$ cat config.mk
export PLATFORM = sky130hd
export DESIGN_NAME = lap_stopwatch
export DESIGN_NICKNAME = d
export VERILOG_FILES = /design/src/rtl/lap_stopwatch.sv
export SDC_FILE = /design/constraint.sdc
export NUM_CORES = 1
export LEC_CHECK = 0
export CAP_MARGIN = 20
export CORE_UTILIZATION = 38
export DETAILED_ROUTE_END_ITERATION = 16
export PLACE_DENSITY = 0.56
export SLEW_MARGIN = 20
export SYNTH_ARGS = -nofsm -noshare
export SYNTH_HDL_FRONTEND = slang
export SYNTH_SLANG_ARGS = --single-unit
$ cat constraint.sdc
create_clock -name clk -period 2.04 [get_ports clk]
set_input_delay 0.306 -clock clk [delete_from_list [all_inputs] [get_ports clk]]
set_output_delay 0.306 -clock clk [all_outputs]
set_load 0.01 [all_outputs]
$ cat src/rtl/lap_stopwatch.sv
// Lap stopwatch: prescaled BCD counter with IDLE/RUN/PAUSE control and a
// small bank of lap-capture registers read back through a registered mux.
module lap_stopwatch #(
  parameter int TICK_DIV  = 1000000,
  parameter int DIGITS    = 6,
  parameter int LAP_DEPTH = 4
) (
  input  logic                           clk,
  input  logic                           rst_n,
  input  logic [1:0]                     control,
  input  logic [$clog2(LAP_DEPTH)-1:0]   lap_sel,
  output logic [4*DIGITS-1:0]            count,
  output logic [4*DIGITS-1:0]            lap_time,
  output logic [$clog2(LAP_DEPTH):0]     lap_count,
  output logic                           running,
  output logic                           overflow
);

  localparam int SW   = $clog2(LAP_DEPTH);
  localparam int CW   = SW + 1;
  localparam int PW   = $clog2(TICK_DIV);
  localparam int CNTW = 4 * DIGITS;

  localparam logic [PW-1:0] PRE_MAX = PW'(TICK_DIV - 1);
  localparam logic [CW-1:0] DEPTH   = CW'(LAP_DEPTH);

  localparam logic [1:0] CMD_CLEAR = 2'd0;
  localparam logic [1:0] CMD_RUN   = 2'd1;
  localparam logic [1:0] CMD_PAUSE = 2'd2;
  localparam logic [1:0] CMD_LAP   = 2'd3;

  typedef enum logic [1:0] {
    IDLE  = 2'd0,
    RUN   = 2'd1,
    PAUSE = 2'd2
  } state_t;

  state_t              state_r;
  state_t              state_s;
  logic [PW-1:0]       presc_r;
  logic [CNTW-1:0]     count_r;
  logic [CNTW-1:0]     count_inc_s;
  logic                carry_s;
  logic [CW-1:0]       lap_count_r;
  logic [CNTW-1:0]     lap_time_r;
  logic [CNTW-1:0]     laps_r [LAP_DEPTH];
  logic                running_r;
  logic                overflow_r;
  logic [1:0]          ctrl_prev_r;
  logic                tick_s;
  logic                clear_s;
  logic                capture_s;

  // BCD increment; the top bit of the result is set only when every digit was 9.
  function automatic logic [CNTW:0] bcd_inc(input logic [CNTW-1:0] v);
    logic [CNTW-1:0] r;
    logic            c;
    r = v;
    c = 1'b1;
    for (int i = 0; i < DIGITS; i++) begin
      if (c) begin
        if (v[4*i +: 4] == 4'd9) begin
          r[4*i +: 4] = 4'd0;
          c           = 1'b1;
        end else begin
          r[4*i +: 4] = v[4*i +: 4] + 4'd1;
          c           = 1'b0;
        end
      end else begin
        r[4*i +: 4] = v[4*i +: 4];
      end
    end
    return {c, r};
  endfunction

  // Next-state decode plus tick, clear and lap-capture qualifiers.
  always_comb begin
    state_s = state_r;
    case (control)
      CMD_CLEAR: state_s = IDLE;
      CMD_RUN:   state_s = RUN;
      CMD_PAUSE: begin
        if (state_r == RUN) begin
          state_s = PAUSE;
        end else begin
          state_s = state_r;
        end
      end
      CMD_LAP:   state_s = state_r;
      default:   state_s = state_r;
    endcase
    {carry_s, count_inc_s} = bcd_inc(count_r);
    tick_s    = (state_r == RUN) && (presc_r == PRE_MAX);
    clear_s   = (control == CMD_CLEAR);
    // Only a fresh lap command while running, and only while a slot is free.
    capture_s = (control == CMD_LAP) && (ctrl_prev_r != CMD_LAP) &&
                (state_r == RUN) && (lap_count_r < DEPTH);
  end

  // State, prescaler, count, lap counter and status flags.
  always_ff @(posedge clk or negedge rst_n) begin
    if (!rst_n) begin
      state_r     <= IDLE;
      presc_r     <= '0;
      count_r     <= '0;
      lap_count_r <= '0;
      running_r   <= 1'b0;
      overflow_r  <= 1'b0;
      ctrl_prev_r <= 2'd0;
    end else begin
      ctrl_prev_r <= control;
      if (clear_s) begin
        state_r     <= IDLE;
        presc_r     <= '0;
        count_r     <= '0;
        lap_count_r <= '0;
        running_r   <= 1'b0;
        overflow_r  <= 1'b0;
      end else begin
        state_r   <= state_s;
        running_r <= (state_s == RUN);
        if (state_r == RUN) begin
          if (tick_s) begin
            presc_r    <= '0;
            count_r    <= count_inc_s;
            overflow_r <= overflow_r | carry_s;
          end else begin
            presc_r <= presc_r + PW'(1);
          end
        end
        if (capture_s) begin
          lap_count_r <= lap_count_r + CW'(1);
        end
      end
    end
  end

  // Lap storage (captures the pre-edge count) and the registered read port.
  always_ff @(posedge clk or negedge rst_n) begin
    if (!rst_n) begin
      for (int i = 0; i < LAP_DEPTH; i++) begin
        laps_r[i] <= '0;
      end
      lap_time_r <= '0;
    end else begin
      if (capture_s) begin
        laps_r[lap_count_r[SW-1:0]] <= count_r;
      end
      if ({1'b0, lap_sel} < lap_count_r) begin
        lap_time_r <= laps_r[lap_sel];
      end else begin
        lap_time_r <= '0;
      end
    end
  end

  assign count     = count_r;
  assign lap_time  = lap_time_r;
  assign lap_count = lap_count_r;
  assign running   = running_r;
  assign overflow  = overflow_r;

endmodule

==> metrics.yaml, run 1 <==
cts:
  clk_pin_slew_ns: 0.07
  insertion_delay_ns: 0.44
  cts_tree: "yes"
  cts_buffers: 17
  cts.sinks: 173
  clk_path_buf_depth: 2
  cts-root-buf: "clkbuf_16"
  htreeDepth: 4
setup_path:
  cp.required_ns: 2.40
  reg2reg_from: "presc_r[0]$_DFFE_PN0P_"
  rr_endpoint: "count[16]$_DFFE_PN0P_"
  cp-start-kind: "flip-flop"
  worstPathMaxFanout: 5
  setup.worst_path.class: "reg -> reg"
  arrival_ns: 2.46
  end_kind: "flip-flop"
  r2r_slack_ns: -0.06
  reg2reg_depth: 6
logic_synthesis:
  yosysSeqAreaShare_pct: 55.2
  synth_area_leaders: "dfrtp_1 (55%), mux2_2 (11%), mux4_2 (6.9%)"
  yosys.area.top_type_share_pct: 55.2
  syn_avg_cell_area_um2: 12.4
  syn_inst: 635
  ys_ff_latch: 173
  synthArstFlopShare_pct: 100
  synth-edff-count: 0
  synth_nets: 657
  ys_warn_count: 0
  synth.largest_area_cell: "dfrtp_1"
  syn_area_mm2: 0.00784
  synth_flop_cell: "dfrtp_1"
  ys_types: 54
floorplanning:
  row_count: 52
  pin_count: 59
  start_util_pct: 38.8
  design.die.area_mm2: 0.0212
  die_w_um: 146
  core-area_mm2: 0.0202
  die_h_um: 146
finish:
  drive_gt1_share_pct: 33.5
  final_cell_mix: "dfrtp_1 (173), buf_4 (90), mux2_2 (74)"
  layout_commonest_cell: "dfrtp_1"
  syn2layout_area_growth_pct: 30.3
  fill_cells: 1758
  antenna_cells: 0
  fin_area_mm2: 0.0102
  layout.nets: 804
timing:
  setup_viol: 3
  setup_ws_ns: -0.0572
  hold_viol: 0
  maxSlewViolCount: 0
  max_freq_mhz: 477
  worst_pin_slew_ns: 0.515
  fin_tns_setup_ns: -0.118
  skew_ns: 0.0178
  rsz0062_at_grt: "yes"
  timing.final.crit_period_ns: 2.10
  maxSlewHeadroom_pct: 65.7
  post-route-period-util_pct: 103
global_routing:
  grt_start_max_net_pins: 50
  grt_antenna_before_repair: 0
  grt_pass1_wl_mm: 30.9
  grt.overflow.total: 0
  track_usage_pct: 18.7
  grt_pass1_vias: 5830
place:
  place_area_mm2: 0.00945
  io_buffer_count: 58
  preCtsSetupSlack_ns: -0.158
  gp_congestion: 0.799
  dp_hpwl_mm: 12.8
power:
  power_per_cell_area_mw_per_mm2: 739
  power.leakage_nw: 4.70
  vdd_drop_max_v: 0.000588
detailed_routing:
  drt-total-wl_mm: 18.8
  vias: 5549
  post_drt_wl_per_cell_um: 17.7
  viasPerCell: 5.21
  drc: 0
  drt_iter0_markers: 248
  dr.pass1.iters: 6
  postRouteAntennaNets: 0
outcome:
  violations: "setup timing"
  status: "finished, violations left"
run:
  maxCapViolCount: 0
min_path:
  min_path_type: "in -> async"
[registers in the layout, summed over array words and instances (netlist names)]
signal,cells
laps_r,96
count,24
ctrl_prev_r,2
state_r,2
running,1
overflow,1
lap_time,24
lap_count,3
presc_r,20
[layout make-up]
class                           instances  area, µm²  share of cell area [%]
Clock buffer                           19        443                    4.34
Multi-Input combinational cell        413       3420                    33.5
Sequential cell                       173       4330                    42.4
Inverter                               16       60.1                   0.588
Tap cell                              270        338                    3.31
Timing Repair Buffer                  161       1490                    14.5
Clock inverter                         13        143                    1.40
[critical path, stage by stage (launching register included)]
cell	delay [ns]
dfrtp_1	0.36
ha_2	0.19
nand4_1	0.17
or3b_4	0.44
or2_4	0.29
or4_1	0.44
a21oi_2	0.13
[stage by stage]
| stage | hold slack [ns] | cells | util, % | power (W) |
|---|---|---|---|---|
| 3_5_place_dp | 0.311 | 1024 | 46.7 | 0.00435 |
| 2_1_floorplan | 0.0104 | 635 | - | 0.00398 |
| 4_1_cts | 0.430 | 1061 | 50.0 | 0.00760 |
| 5_1_grt | 0.465 | 1065 | 50.5 | 0.00784 |
| 6_report | 0.413 | 1065 | 50.5 | 0.00755 |
| 3_3_place_gp | 0.300 | 1024 | 46.7 | 0.00432 |
[synthesized netlist by cell type, types with 3 or more instances]
| cell type | count |
|---|---|
| or3_1 | 7 |
| nand4_1 | 10 |
| nor3_1 | 6 |
| a21oi_1 | 19 |
| nand2_1 | 55 |
| a31oi_1 | 8 |
| dfrtp_1 | 173 |
| inv_1 | 16 |
| and4_1 | 3 |
| o21ai_0 | 38 |
| or4_1 | 4 |
| or2_2 | 3 |
| nand3_1 | 12 |
| ha_1 | 16 |
| xor2_1 | 5 |
| nor2b_1 | 27 |
| and3b_1 | 4 |
| mux2_2 | 74 |
| mux4_2 | 24 |
| nor2_1 | 39 |
| mux2i_1 | 9 |
| nand3b_1 | 4 |
| clkbuf_1 | 27 |
| xnor2_1 | 8 |
[routing by layer]
metal	track usage, %	share of wire (%)	vias up
li1	-	-	2565
met1	24.2	46	2865
met2	31.6	50	93
met3	3.13	2.7	26
met4	6.95	1.5	0
met5	0	0	-
[logic make-up after synthesis]
group	Yosys count	synth area share (%)
AO/OA/AOI/OAI	83	6.48
AND/OR/NAND/NOR	193	12.9
adder cells (fa/ha/maj)	16	2.55
multiplexers	107	18.7
buffers and inverters	50	2.73
flip-flops	173	55.2
XOR/XNOR	13	1.45
[power breakdown]
| group | internal (W) | total [W] | leakage (nW) | switching [W] |
|---|---|---|---|---|
| Sequential | 0.00354 | 0.00363 | 2.40 | 0.0000924 |
| Clock | 0.00184 | 0.00325 | 0.260 | 0.00142 |
| Combinational | 0.000318 | 0.000665 | 2.05 | 0.000347 |
[worst max path at each step]
stage	from	endpoint	slack, ns	cells after the start
CTS	presc_r[1]$_DFFE_PN0P_	count[6]$_DFFE_PN0P_	-0.10	6
detailed placement	control[0]	laps_r[4]$_DFFE_PN0P_	-0.16	6
finish	presc_r[0]$_DFFE_PN0P_	count[16]$_DFFE_PN0P_	-0.06	6
global placement	presc_r[0]$_DFFE_PN0P_	count[6]$_DFFE_PN0P_	-0.12	6
floorplan	count[0]$_DFFE_PN0P_	count[6]$_DFFE_PN0P_	-0.08	7
global route	presc_r[1]$_DFFE_PN0P_	count[16]$_DFFE_PN0P_	-0.13	6
[timing repair]
item                                   CTS  global route
pin swaps                                9            11
endpoints found under the hold margin   45             0
hold buffers                             1             0
setup endpoints to repair               26            32
gates cloned                             1             0
buffers inserted                         3             4
resized for setup                       12            17
Power figures use the tool's default switching activity.
==> inputs of run 2 (changes only) <==
--- a/config.mk
+++ b/config.mk
@@ -9,6 +9,7 @@
 export CORE_UTILIZATION = 38
 export DETAILED_ROUTE_END_ITERATION = 16
 export PLACE_DENSITY = 0.56
+export REMOVE_ABC_BUFFERS = 1
 export SLEW_MARGIN = 20
 export SYNTH_ARGS = -nofsm -noshare
 export SYNTH_HDL_FRONTEND = slang
==> run 2 against run 1 <==
  * The flow still finishes with violations (setup timing)
  * Total power grew 2.1%
  * Combinational power shrank 3%
  * Worst hold slack gained 0.0050 ns
  * Global-route usage shrank 1.2 points
  * Clock-buffer cell count shrank 1
  * Wire length shrank 5.7%
  * Utilization is essentially flat
  * Setup slack lost 0.036 ns
  * Critical path type unchanged
==> metrics.yaml, run 2 (same netlist as run 1, synthesis figures left out) <==
outcome:
  status: "finished, violations left"  # unchanged
  violations: "setup timing"  # unchanged
timing:
  fin_tns_setup_ns: -0.334  # was -0.118 ns
  hold_viol: 0  # unchanged
  maxSlewHeadroom_pct: 63.6  # was 65.7%
  timing.final.crit_period_ns: 2.13  # was 2.10 ns
  setup_viol: 6  # was 3
  setup_ws_ns: -0.0933  # was -0.0572 ns
  maxSlewViolCount: 0  # unchanged
  worst_pin_slew_ns: 0.546  # was 0.515 ns
  post-route-period-util_pct: 105  # was 103%
  skew_ns: 0.0191  # was 0.0178 ns
  max_freq_mhz: 469  # was 477 MHz
  rsz0062_at_grt: "yes"  # unchanged
power:
  power.leakage_nw: 4.68  # was 4.70 nW
  power.total_w: 0.00771  # was 0.00755 W
  power_per_cell_area_mw_per_mm2: 755  # was 739 mW/mm²
  vdd_drop_max_v: 0.000621  # was 0.000588 V
setup_path:
  cp-start-kind: "flip-flop"  # unchanged
  setup.worst_path.class: "reg -> reg"  # unchanged
  worstPathMaxFanout: 4  # was 5
  end_kind: "flip-flop"  # unchanged
  arrival_ns: 2.48  # was 2.46 ns
  cp.required_ns: 2.38  # was 2.40 ns
cts:
  insertion_delay_ns: 0.43  # was 0.44 ns
  clk_path_buf_depth: 2  # unchanged
  cts_buffers: 17  # unchanged
  cts-root-buf: "clkbuf_16"  # unchanged
  cts.sinks: 173  # unchanged
  htreeDepth: 4  # unchanged
  cts_tree: "yes"  # unchanged
  clk_pin_slew_ns: 0.07  # about the same
floorplanning:
  core-area_mm2: 0.0202  # unchanged
  row_count: 52  # unchanged
  pin_count: 59  # unchanged
  die_w_um: 146  # unchanged
  design.die.area_mm2: 0.0212  # unchanged
  die_h_um: 146  # unchanged
  start_util_pct: 38.8  # unchanged
finish:
  drive_gt1_share_pct: 33.3  # was 33.5%
  fill_cells: 1782  # was 1758
  layout_commonest_cell: "dfrtp_1"  # unchanged
  fin_area_mm2: 0.0102  # about the same
  syn2layout_area_growth_pct: 30.2  # was 30.3%
  final_cell_mix: "dfrtp_1 (172), buf_4 (82), mux2_2 (74)"  # was dfrtp_1 (173), buf_4 (90), mux2_2 (74)
  top_register: "laps_r"  # unchanged
  layout.nets: 795  # was 804
  largest_reg_flops: 96  # unchanged
  antenna_cells: 0  # unchanged
  fin_util_pct: 50.5  # about the same
global_routing:
  grt_pass1_wl_mm: 29.1  # was 30.9 mm
  grt_pass1_vias: 5724  # was 5830
  grt_start_max_net_pins: 56  # was 50
  track_usage_pct: 17.5  # was 18.7%
  grt_antenna_before_repair: 0  # unchanged
  grt.overflow.total: 0  # unchanged
place:
  io_buffer_count: 58  # unchanged
  place_area_mm2: 0.00939  # was 0.00945 mm²
  dp_hpwl_mm: 11.8  # was 12.8 mm
  preCtsSetupSlack_ns: -0.236  # was -0.158 ns
  gp_congestion: 0.826  # was 0.799
detailed_routing:
  dr.pass1.iters: 4  # was 6
  drt-total-wl_mm: 17.7  # was 18.8 mm
  viasPerCell: 5.15  # was 5.21
  post_drt_wl_per_cell_um: 16.8  # was 17.7 µm
  vias: 5442  # was 5549
  drc: 0  # unchanged
  drt_iter0_markers: 261  # was 248
  postRouteAntennaNets: 0  # unchanged
run:
  maxCapViolCount: 0  # unchanged
min_path:
  min_path_type: "in -> async"  # unchanged
-- run 2: changes by cell type in the layout (fill, tap and decap cells not counted), sizes merged --
cell | previous run | this run
bufinv | 2 | 4
inv | 17 | 18
clkinvlp | 8 | 6
buf | 104 | 96
clkbuf | 19 | 18
or2 | 5 | 4
-- run 2: per-stage QoR --
stage | instances | hold slack, ns
floorplan | 601 | 0.0104
global placement | 1016 | 0.306
detailed placement | 1016 | 0.317
CTS | 1051 | 0.429
global route | 1056 | 0.460
finish | 1056 | 0.418
-- run 2: worst paths after layout --
check / startpoint / to / slack (ns) / cells past startpoint
max: presc_r[1]$_DFFE_PN0P_ / count[16]$_DFFE_PN0P_ / -0.09 / 6
min: rst_n / lap_time[19]$_DFF_PN0_ / 0.42 / 2
max reg2reg: presc_r[1]$_DFFE_PN0P_ / count[16]$_DFFE_PN0P_ / -0.09 / 6
min reg2reg: laps_r[50]$_DFFE_PN0P_ / laps_r[50]$_DFFE_PN0P_ / 0.48 / 2
max in group asynchronous: rst_n / laps_r[30]$_DFFE_PN0P_ / 0.97 / 3
min in group clk: laps_r[50]$_DFFE_PN0P_ / laps_r[50]$_DFFE_PN0P_ / 0.48 / 2
-- run 2: layout make-up --
class                      count  area [µm²]  area share, %
tap                          270         338           3.31
sequential                   173        4330           42.4
clock buffer                  18         429           4.20
inverter                      16        60.1          0.588
timing repair buffer         153        1420           13.9
multi-input combinational    412        3440           33.7
clock inverter                14         193           1.89
-- run 2: what timing repair did --
item / 4_1_cts / 5_1_grt
cloned: 0 / 1
gates resized for setup: 11 / 24
pin swaps: 11 / 19
endpoints found under the hold margin: 52 / 0
buffers inserted: 2 / 4
hold buffers: 1 / 0
setup endpoints to repair: 16 / 55
-- run 2: worst max-delay path: stages (launching register included) --
cell	delay, ns
dfrtp_1	0.36
ha_2	0.20
nand4_1	0.17
or3b_4	0.46
or2_4	0.26
or4_1	0.46
a21oi_1	0.15
-- run 2: report_power, final --
group	leakage [nW]	total (W)	switching (W)	internal [W]
Clock	0.285	0.00342	0.00137	0.00205
Sequential	2.39	0.00364	0.0000999	0.00354
Combinational	2.00	0.000646	0.000339	0.000307
-- run 2: metal layers --
| metal | vias to the layer above | share of wire (%) | GRT usage [%] |
|---|---|---|---|
| li1 | 2548 | - | - |
| met2 | 89 | 52 | 30.5 |
| met5 | - | 0 | 0 |
| met1 | 2790 | 44 | 21.7 |
| met4 | 0 | 1.3 | 6.47 |
| met3 | 15 | 2.6 | 3.32 |
